**config.mk**
```make
export PLATFORM = sky130hd
export DESIGN_NAME = shift_sequencer_flat
export DESIGN_NICKNAME = d
export VERILOG_FILES = /design/src/rtl/shift_seq_pkg.sv /design/src/rtl/shift_sequencer_if.sv /design/src/rtl/shift_sequencer_hex7seg.sv /design/src/rtl/shift_sequencer.sv /design/src/flat_wrapper.sv
export SDC_FILE = /design/constraint.sdc
export NUM_CORES = 1
export LEC_CHECK = 0
export CAP_MARGIN = 10
export CELL_PAD_IN_SITES_DETAIL_PLACEMENT = 0
export CELL_PAD_IN_SITES_GLOBAL_PLACEMENT = 1
export CORE_MARGIN = 2
export CORE_UTILIZATION = 31
export DETAILED_ROUTE_END_ITERATION = 6
export PLACE_DENSITY_LB_ADDON = 0.1
export RECOVER_POWER = 50
export SYNTH_ARGS = -nofsm -noshare
export SYNTH_HDL_FRONTEND = slang
export SYNTH_SLANG_ARGS = --single-unit
```
**constraint.sdc**
```tcl
create_clock -name clk_2 -period 2.3 [get_ports clk_2]
set_input_delay 0.345 -clock clk_2 [delete_from_list [all_inputs] [get_ports clk_2]]
set_output_delay 0.345 -clock clk_2 [all_outputs]
set_load 0.1 [all_outputs]
```
**src/rtl/shift_seq_pkg.sv**
```systemverilog
// Shared types, the 7-segment code table and helpers for the walking-bit sequencer.
package shift_seq_pkg;

  typedef enum logic [1:0] {RING_L, RING_R, JOHNSON, PINGPONG} seq_mode_t;
  typedef enum logic {DIR_UP, DIR_DOWN} dir_t;

  // {dp,g,f,e,d,c,b,a}, dp held low; index 0 is digit 0.
  localparam logic [7:0] SEG_HEX [16] = '{
    8'h3F, 8'h06, 8'h5B, 8'h4F, 8'h66, 8'h6D, 8'h7D, 8'h07,
    8'h7F, 8'h6F, 8'h77, 8'h7C, 8'h39, 8'h5E, 8'h79, 8'h71
  };

  function automatic logic is_onehot(input logic [15:0] v);
    return (v != '0) && ((v & (v - 16'd1)) == '0);
  endfunction

endpackage

```
**src/rtl/shift_sequencer_if.sv**
```systemverilog
// Control and display bundle between the board-level driver and the sequencer.
interface shift_sequencer_if #(
  parameter int WIDTH = 4,
  parameter int IDXW  = $clog2(WIDTH)
);
  // No handshake: controls are sampled on every clk_2 edge and outputs are
  // level signals valid from the edge that produced them; dbg_dir exposes state.
  logic             en;
  logic [1:0]       mode;
  logic             load;
  logic [WIDTH-1:0] load_val;
  logic [WIDTH-1:0] pattern;
  logic [IDXW-1:0]  index;
  logic             wrap;
  logic [7:0]       seg;
  logic             dbg_dir;

  modport master (
    output en, mode, load, load_val,
    input  pattern, index, wrap, seg, dbg_dir
  );

  modport slave (
    input  en, mode, load, load_val,
    output pattern, index, wrap, seg, dbg_dir
  );
endinterface

```
**src/rtl/shift_sequencer_hex7seg.sv**
```systemverilog
// Combinational hex digit to 7-segment decoder.
module hex7seg
  import shift_seq_pkg::*;
(
  input  logic [3:0] i_hex,
  output logic [7:0] o_seg
);
  assign o_seg = SEG_HEX[i_hex];
endmodule

```
**src/rtl/shift_sequencer.sv**
```systemverilog
// Walking-bit pattern generator: prescaled steps in ring, Johnson or ping-pong mode.
module shift_sequencer
  import shift_seq_pkg::*;
#(
  parameter int WIDTH    = 4,
  parameter int PRESCALE = 1,
  parameter int IDXW     = $clog2(WIDTH)
) (
  input logic               clk_2,
  input logic               reset,
  shift_sequencer_if.slave  bus
);

  localparam int CW = (PRESCALE > 1) ? $clog2(PRESCALE) : 1;

  logic [WIDTH-1:0] r_pattern;
  logic [IDXW-1:0]  r_index;
  logic             r_wrap;
  dir_t             r_dir;
  logic [CW-1:0]    r_cnt;

  logic             w_step;
  logic [WIDTH-1:0] w_next;
  dir_t             w_next_dir;
  logic             w_next_wrap;
  logic             w_onehot;
  seq_mode_t        w_mode;
  logic [3:0]       w_hex;

  function automatic logic [IDXW-1:0] lsb_index(input logic [WIDTH-1:0] v);
    logic [IDXW-1:0] idx;
    idx = '0;
    for (int i = WIDTH - 1; i >= 0; i--) begin
      if (v[i]) idx = IDXW'(i);
    end
    return idx;
  endfunction

  assign w_mode   = seq_mode_t'(bus.mode);
  assign w_onehot = is_onehot(16'(r_pattern));
  assign w_step   = bus.en && (r_cnt == CW'(PRESCALE - 1));

  always_comb begin
    w_next      = r_pattern;
    w_next_dir  = DIR_UP;
    w_next_wrap = 1'b0;
    case (w_mode)
      RING_L: begin
        if (!w_onehot) begin
          w_next = WIDTH'(1);
        end else begin
          w_next      = {r_pattern[WIDTH-2:0], r_pattern[WIDTH-1]};
          w_next_wrap = r_pattern[WIDTH-1];
        end
      end
      RING_R: begin
        if (!w_onehot) begin
          w_next = WIDTH'(1);
        end else begin
          w_next      = {r_pattern[0], r_pattern[WIDTH-1:1]};
          w_next_wrap = r_pattern[0];
        end
      end
      JOHNSON: begin
        w_next      = {r_pattern[WIDTH-2:0], ~r_pattern[WIDTH-1]};
        w_next_wrap = ({r_pattern[WIDTH-2:0], ~r_pattern[WIDTH-1]} == '0);
      end
      PINGPONG: begin
        if (!w_onehot) begin
          w_next = WIDTH'(1);
        end else if (r_dir == DIR_UP && !r_pattern[WIDTH-1]) begin
          w_next     = r_pattern << 1;
          w_next_dir = r_pattern[WIDTH-2] ? DIR_DOWN : DIR_UP;
        end else begin
          // Also covers an upward walker already parked on the MSB: bounce back.
          w_next = r_pattern >> 1;
          if (r_pattern[1]) begin
            w_next_dir  = DIR_UP;
            w_next_wrap = 1'b1;
          end else begin
            w_next_dir = DIR_DOWN;
          end
        end
      end
      default: w_next = r_pattern;
    endcase
  end

  always_ff @(posedge clk_2) begin
    if (reset) begin
      r_pattern <= WIDTH'(1);
      r_index   <= '0;
      r_wrap    <= 1'b0;
      r_dir     <= DIR_UP;
      r_cnt     <= '0;
    end else if (bus.load) begin
      r_pattern <= bus.load_val;
      r_index   <= lsb_index(bus.load_val);
      r_wrap    <= 1'b0;
      r_dir     <= DIR_UP;
      r_cnt     <= '0;
    end else begin
      r_wrap <= 1'b0;
      if (w_step) begin
        r_cnt     <= '0;
        r_pattern <= w_next;
        r_index   <= lsb_index(w_next);
        r_wrap    <= w_next_wrap;
        r_dir     <= w_next_dir;
      end else if (bus.en) begin
        r_cnt <= r_cnt + CW'(1);
      end
      if (w_mode != PINGPONG) r_dir <= DIR_UP;
    end
  end

  assign w_hex = 4'(r_index);

  hex7seg u_hex7seg (
    .i_hex (w_hex),
    .o_seg (bus.seg)
  );

  assign bus.pattern = r_pattern;
  assign bus.index   = r_index;
  assign bus.wrap    = r_wrap;
  assign bus.dbg_dir = (r_dir == DIR_DOWN);

endmodule

```
**src/flat_wrapper.sv**
```systemverilog
// flat-port wrapper written by rule: the top's interface ports become plain ports
module shift_sequencer_flat import shift_seq_pkg::*;
#(
  parameter int WIDTH    = 4,
  parameter int PRESCALE = 1,
  parameter int IDXW     = $clog2(WIDTH)
)
  (clk_2, reset, bus_en, bus_mode, bus_load, bus_load_val, bus_pattern, bus_index, bus_wrap, bus_seg, bus_dbg_dir);
  shift_sequencer_if #(.WIDTH(WIDTH), .IDXW(IDXW)) bus_i ();
  input logic clk_2;
  input logic reset;
  input wire logic [$bits(bus_i.en)-1:0] bus_en;
  input wire logic [$bits(bus_i.mode)-1:0] bus_mode;
  input wire logic [$bits(bus_i.load)-1:0] bus_load;
  input wire logic [$bits(bus_i.load_val)-1:0] bus_load_val;
  output wire logic [$bits(bus_i.pattern)-1:0] bus_pattern;
  output wire logic [$bits(bus_i.index)-1:0] bus_index;
  output wire logic [$bits(bus_i.wrap)-1:0] bus_wrap;
  output wire logic [$bits(bus_i.seg)-1:0] bus_seg;
  output wire logic [$bits(bus_i.dbg_dir)-1:0] bus_dbg_dir;
  assign bus_i.en = bus_en;
  assign bus_i.mode = bus_mode;
  assign bus_i.load = bus_load;
  assign bus_i.load_val = bus_load_val;
  assign bus_pattern = bus_i.pattern;
  assign bus_index = bus_i.index;
  assign bus_wrap = bus_i.wrap;
  assign bus_seg = bus_i.seg;
  assign bus_dbg_dir = bus_i.dbg_dir;
  shift_sequencer #(.WIDTH(WIDTH), .PRESCALE(PRESCALE), .IDXW(IDXW)) u_core (.clk_2(clk_2), .reset(reset), .bus(bus_i));
endmodule
```
==> flow_summary.yaml <==
power_and_ir_drop:
  clkPwrFrac_pct: 20.5
  combPwrFrac_pct: 47.6
  power.sequential.fraction_pct: 31.9
  cellPowerDensity_nw_per_um2: 609.3
  peakVddDrop_mv: 0.3672
  internal-power_uw: 304.1
  power_leakage_uw: 0.0003432
  p_switching_uw: 283.6
  sw_frac_of_total_pct: 48.26
route:
  ant_nets: 0
  drt-wirelength-per-cell_um: 13.06
  routed_wl_um: 1920
  drc: 0
  drt-vias-per-instance: 5.435
  vias: 799
  drt_pass1_iterations: 4
  first_iter_violations: 10
synthesis:
  ys_ff_latch: 9
  synth_top_cell_by_area: "dfxtp_1"
  synth_nets: 109
  synth_edf_count: 0
  ys_types: 39
  syn_avg_cell_area_um2: 7.646
  yosys.area.top_type_share_pct: 23.80
  yosysWarnings: 0
  synthArstFlopShare_pct: 0
  syn_inst: 99
  ys.flop_type: "dfxtp_1"
  synth_area_leaders: "dfxtp_1 (24%), nor4b_1 (4.6%), nor2_1 (4.5%), nand2b_1 (4.1%), a21oi_1 (4.0%)"
  ys_seq_area_share_pct: 23.80
  syn_area_um2: 757.0
global_routing:
  grt_pass1_wl_um: 2953
  met2_usage_pct: 22.02
  antenna_found_initial: 0
  top_usage_layer: "met2"
  grt_usage_pct: 14.29
  met3_usage_pct: 1.977
  grt-ovfl-total: 0
  use_met1_pct: 18.92
  grt_max_degree: 19
  grt_pass1_vias: 668
status:
  status: "complete, no violations"
timing:
  maxSlewViolCount: 0
  rsz0062_at_grt: "false"
  post-route-min-period_ns: 1.945
  clock_skew_ns: 0.003384
  fmax_ghz: 0.5140
  setup_viol_count_final: 0
  slew_headroom_pct: 21.72
  hold_viol_final: 0
  period_share_pct: 84.58
  worstMarginPinSlew_ns: 1.179
  tns_ns: 0
cts:
  h-tree-depth: 1
  cts_made_buffers: 3
  post-cts-setup-buffers: 0
  cts_tree: "built"
  cts-root-buf: "clkbuf_4"
  ctsHoldBuffers: 0
  clk_pin_slew_ns: 0.06
  insertion_delay_ns: 0.26
  cts.sink_count: 9
  cts_buffer_depth: 2
  cts-resized-gates: 0
worst_setup_path:
  critPathMaxFanout: 3
  worst-endpoint-required_ns: 2.48
  endpoint_kind: "register"
  critical_path_class: "input pin to register"
  cp.arrival_ns: 2.12
  startpoint_type: "input pin"
placement:
  dpl_cell_area_um2: 973.4
  port_buffers: 23
  gp_congestion: 0.8049
  dp_hpwl_um: 1475
die:
  initial_utilization_pct: 33.57
  core_um2: 2255
  io_pins: 26
  fp.dieH_um: 53.42
  rows: 17
  dieArea_um2: 2853
  die-width_um: 53.42
final_layout:
  final_area_um2: 964.7
  syn_to_final_growth_pct: 27.44
  diodes: 0
  drive_gt1_share_pct: 23.53
  nets: 130
worst_hold_path:
  hp-class: "register to register"
job:
  max_cap_viol_count: 0
==> cell families (layout without fill, tap and decap cells) <==
logic type,after synthesis,after routing,share of synthesized area (%)
XOR/XNOR,1,1,1.157
flip-flops,9,9,23.80
AND/OR/NAND/NOR,39,39,30.74
buffers and inverters,16,36,10.25
AO/OA/AOI/OAI,32,32,33.06
other,2,2,0.9921
==> cell usage after synthesis (3+ instances only) <==
master    n
a211o_1   3
buf_4     4
a21oi_1   6
nor2b_1   3
dfxtp_1   9
nor4_1    3
nor4b_1   4
nor3_1    3
clkbuf_1  5
nand2b_1  5
o21ai_0   3
nor2_1    9
inv_1     4
nand2_1   5
==> final timing paths <==
| path | slack (ns) | to | from | depth (start not counted) |
|---|---|---|---|---|
| hold / removal | 0.47 | u_core.r_cnt | u_core.r_cnt | 1 |
| setup / recovery | 0.35 | u_core.bus.index[1] | bus_mode[0] | 6 |
| setup reg to reg | 0.42 | u_core.bus.index[1] | u_core.bus.pattern[1] | 5 |
| hold reg to reg | 0.47 | u_core.r_cnt | u_core.r_cnt | 1 |
==> area by class of cell <==
| type | count | area, µm² |
|---|---|---|
| Timing Repair Buffer | 27 | 190.2 |
| Tap cell | 28 | 35.03 |
| Clock buffer | 4 | 26.28 |
| Multi-Input combinational cell | 74 | 504.2 |
| Inverter | 5 | 22.52 |
| Fill cell | 255 | 1290 |
| Sequential cell | 9 | 186.4 |
==> worst max-delay path, cell delays in order <==
cell	delay [ns]
clkdlybuf4s50_1	0.49
or4b_1	0.46
a221oi_2	0.27
o311a_2	0.23
o211ai_1	0.10
a211oi_2	0.22
==> metal layers <==
layer | up-vias | routed length [µm]
met5 | - | 0
met4 | 0 | 17
met3 | 2 | 85
met2 | 15 | 904
met1 | 371 | 912
li1 | 411 | -
==> cells in the final DEF, fill, tap and decap left out, types with 4 or more instances in the layout <==
master           count
dfxtp_1              4
buf_4                8
a21oi_1              6
nor2_1               9
nand2b_1             4
dfxtp_2              5
clkbuf_1             9
nand2_1              4
nor4b_1              4
clkdlybuf4s50_1      8
==> power by group through the flow <==
stage / sequential, µW / combinational [µW] / clock (µW)
floorplan: 238 / 181 / 0
global placement: 191 / 291 / 0
detailed placement: 191 / 291 / 0
CTS: 188 / 292 / 127
global route: 190 / 294 / 135
finish: 188 / 280 / 120
==> flip-flops by register name (all words and copies together), names as in the netlist <==
register,flops
u_core.r_cnt,1
u_core.bus.pattern,4
u_core.bus.wrap,1
u_core.bus.index,2
u_core.bus.dbg_dir,1
==> stage by stage <==
step	setup slack (ns)	util, %	power (µW)	std cells	hold WS [ns]
global placement	0.1044	43.17	482.6	143	0.4636
finish	0.3546	42.79	587.8	147	0.4709
CTS	0.3421	44.34	606.3	147	0.4754
floorplan	0.02085	-	418.3	99	0.4067
detailed placement	0.07674	43.17	482.1	143	0.4664
global route	0.2811	42.79	619.6	147	0.4987
Note: power is estimated with default switching activity, not from simulation.
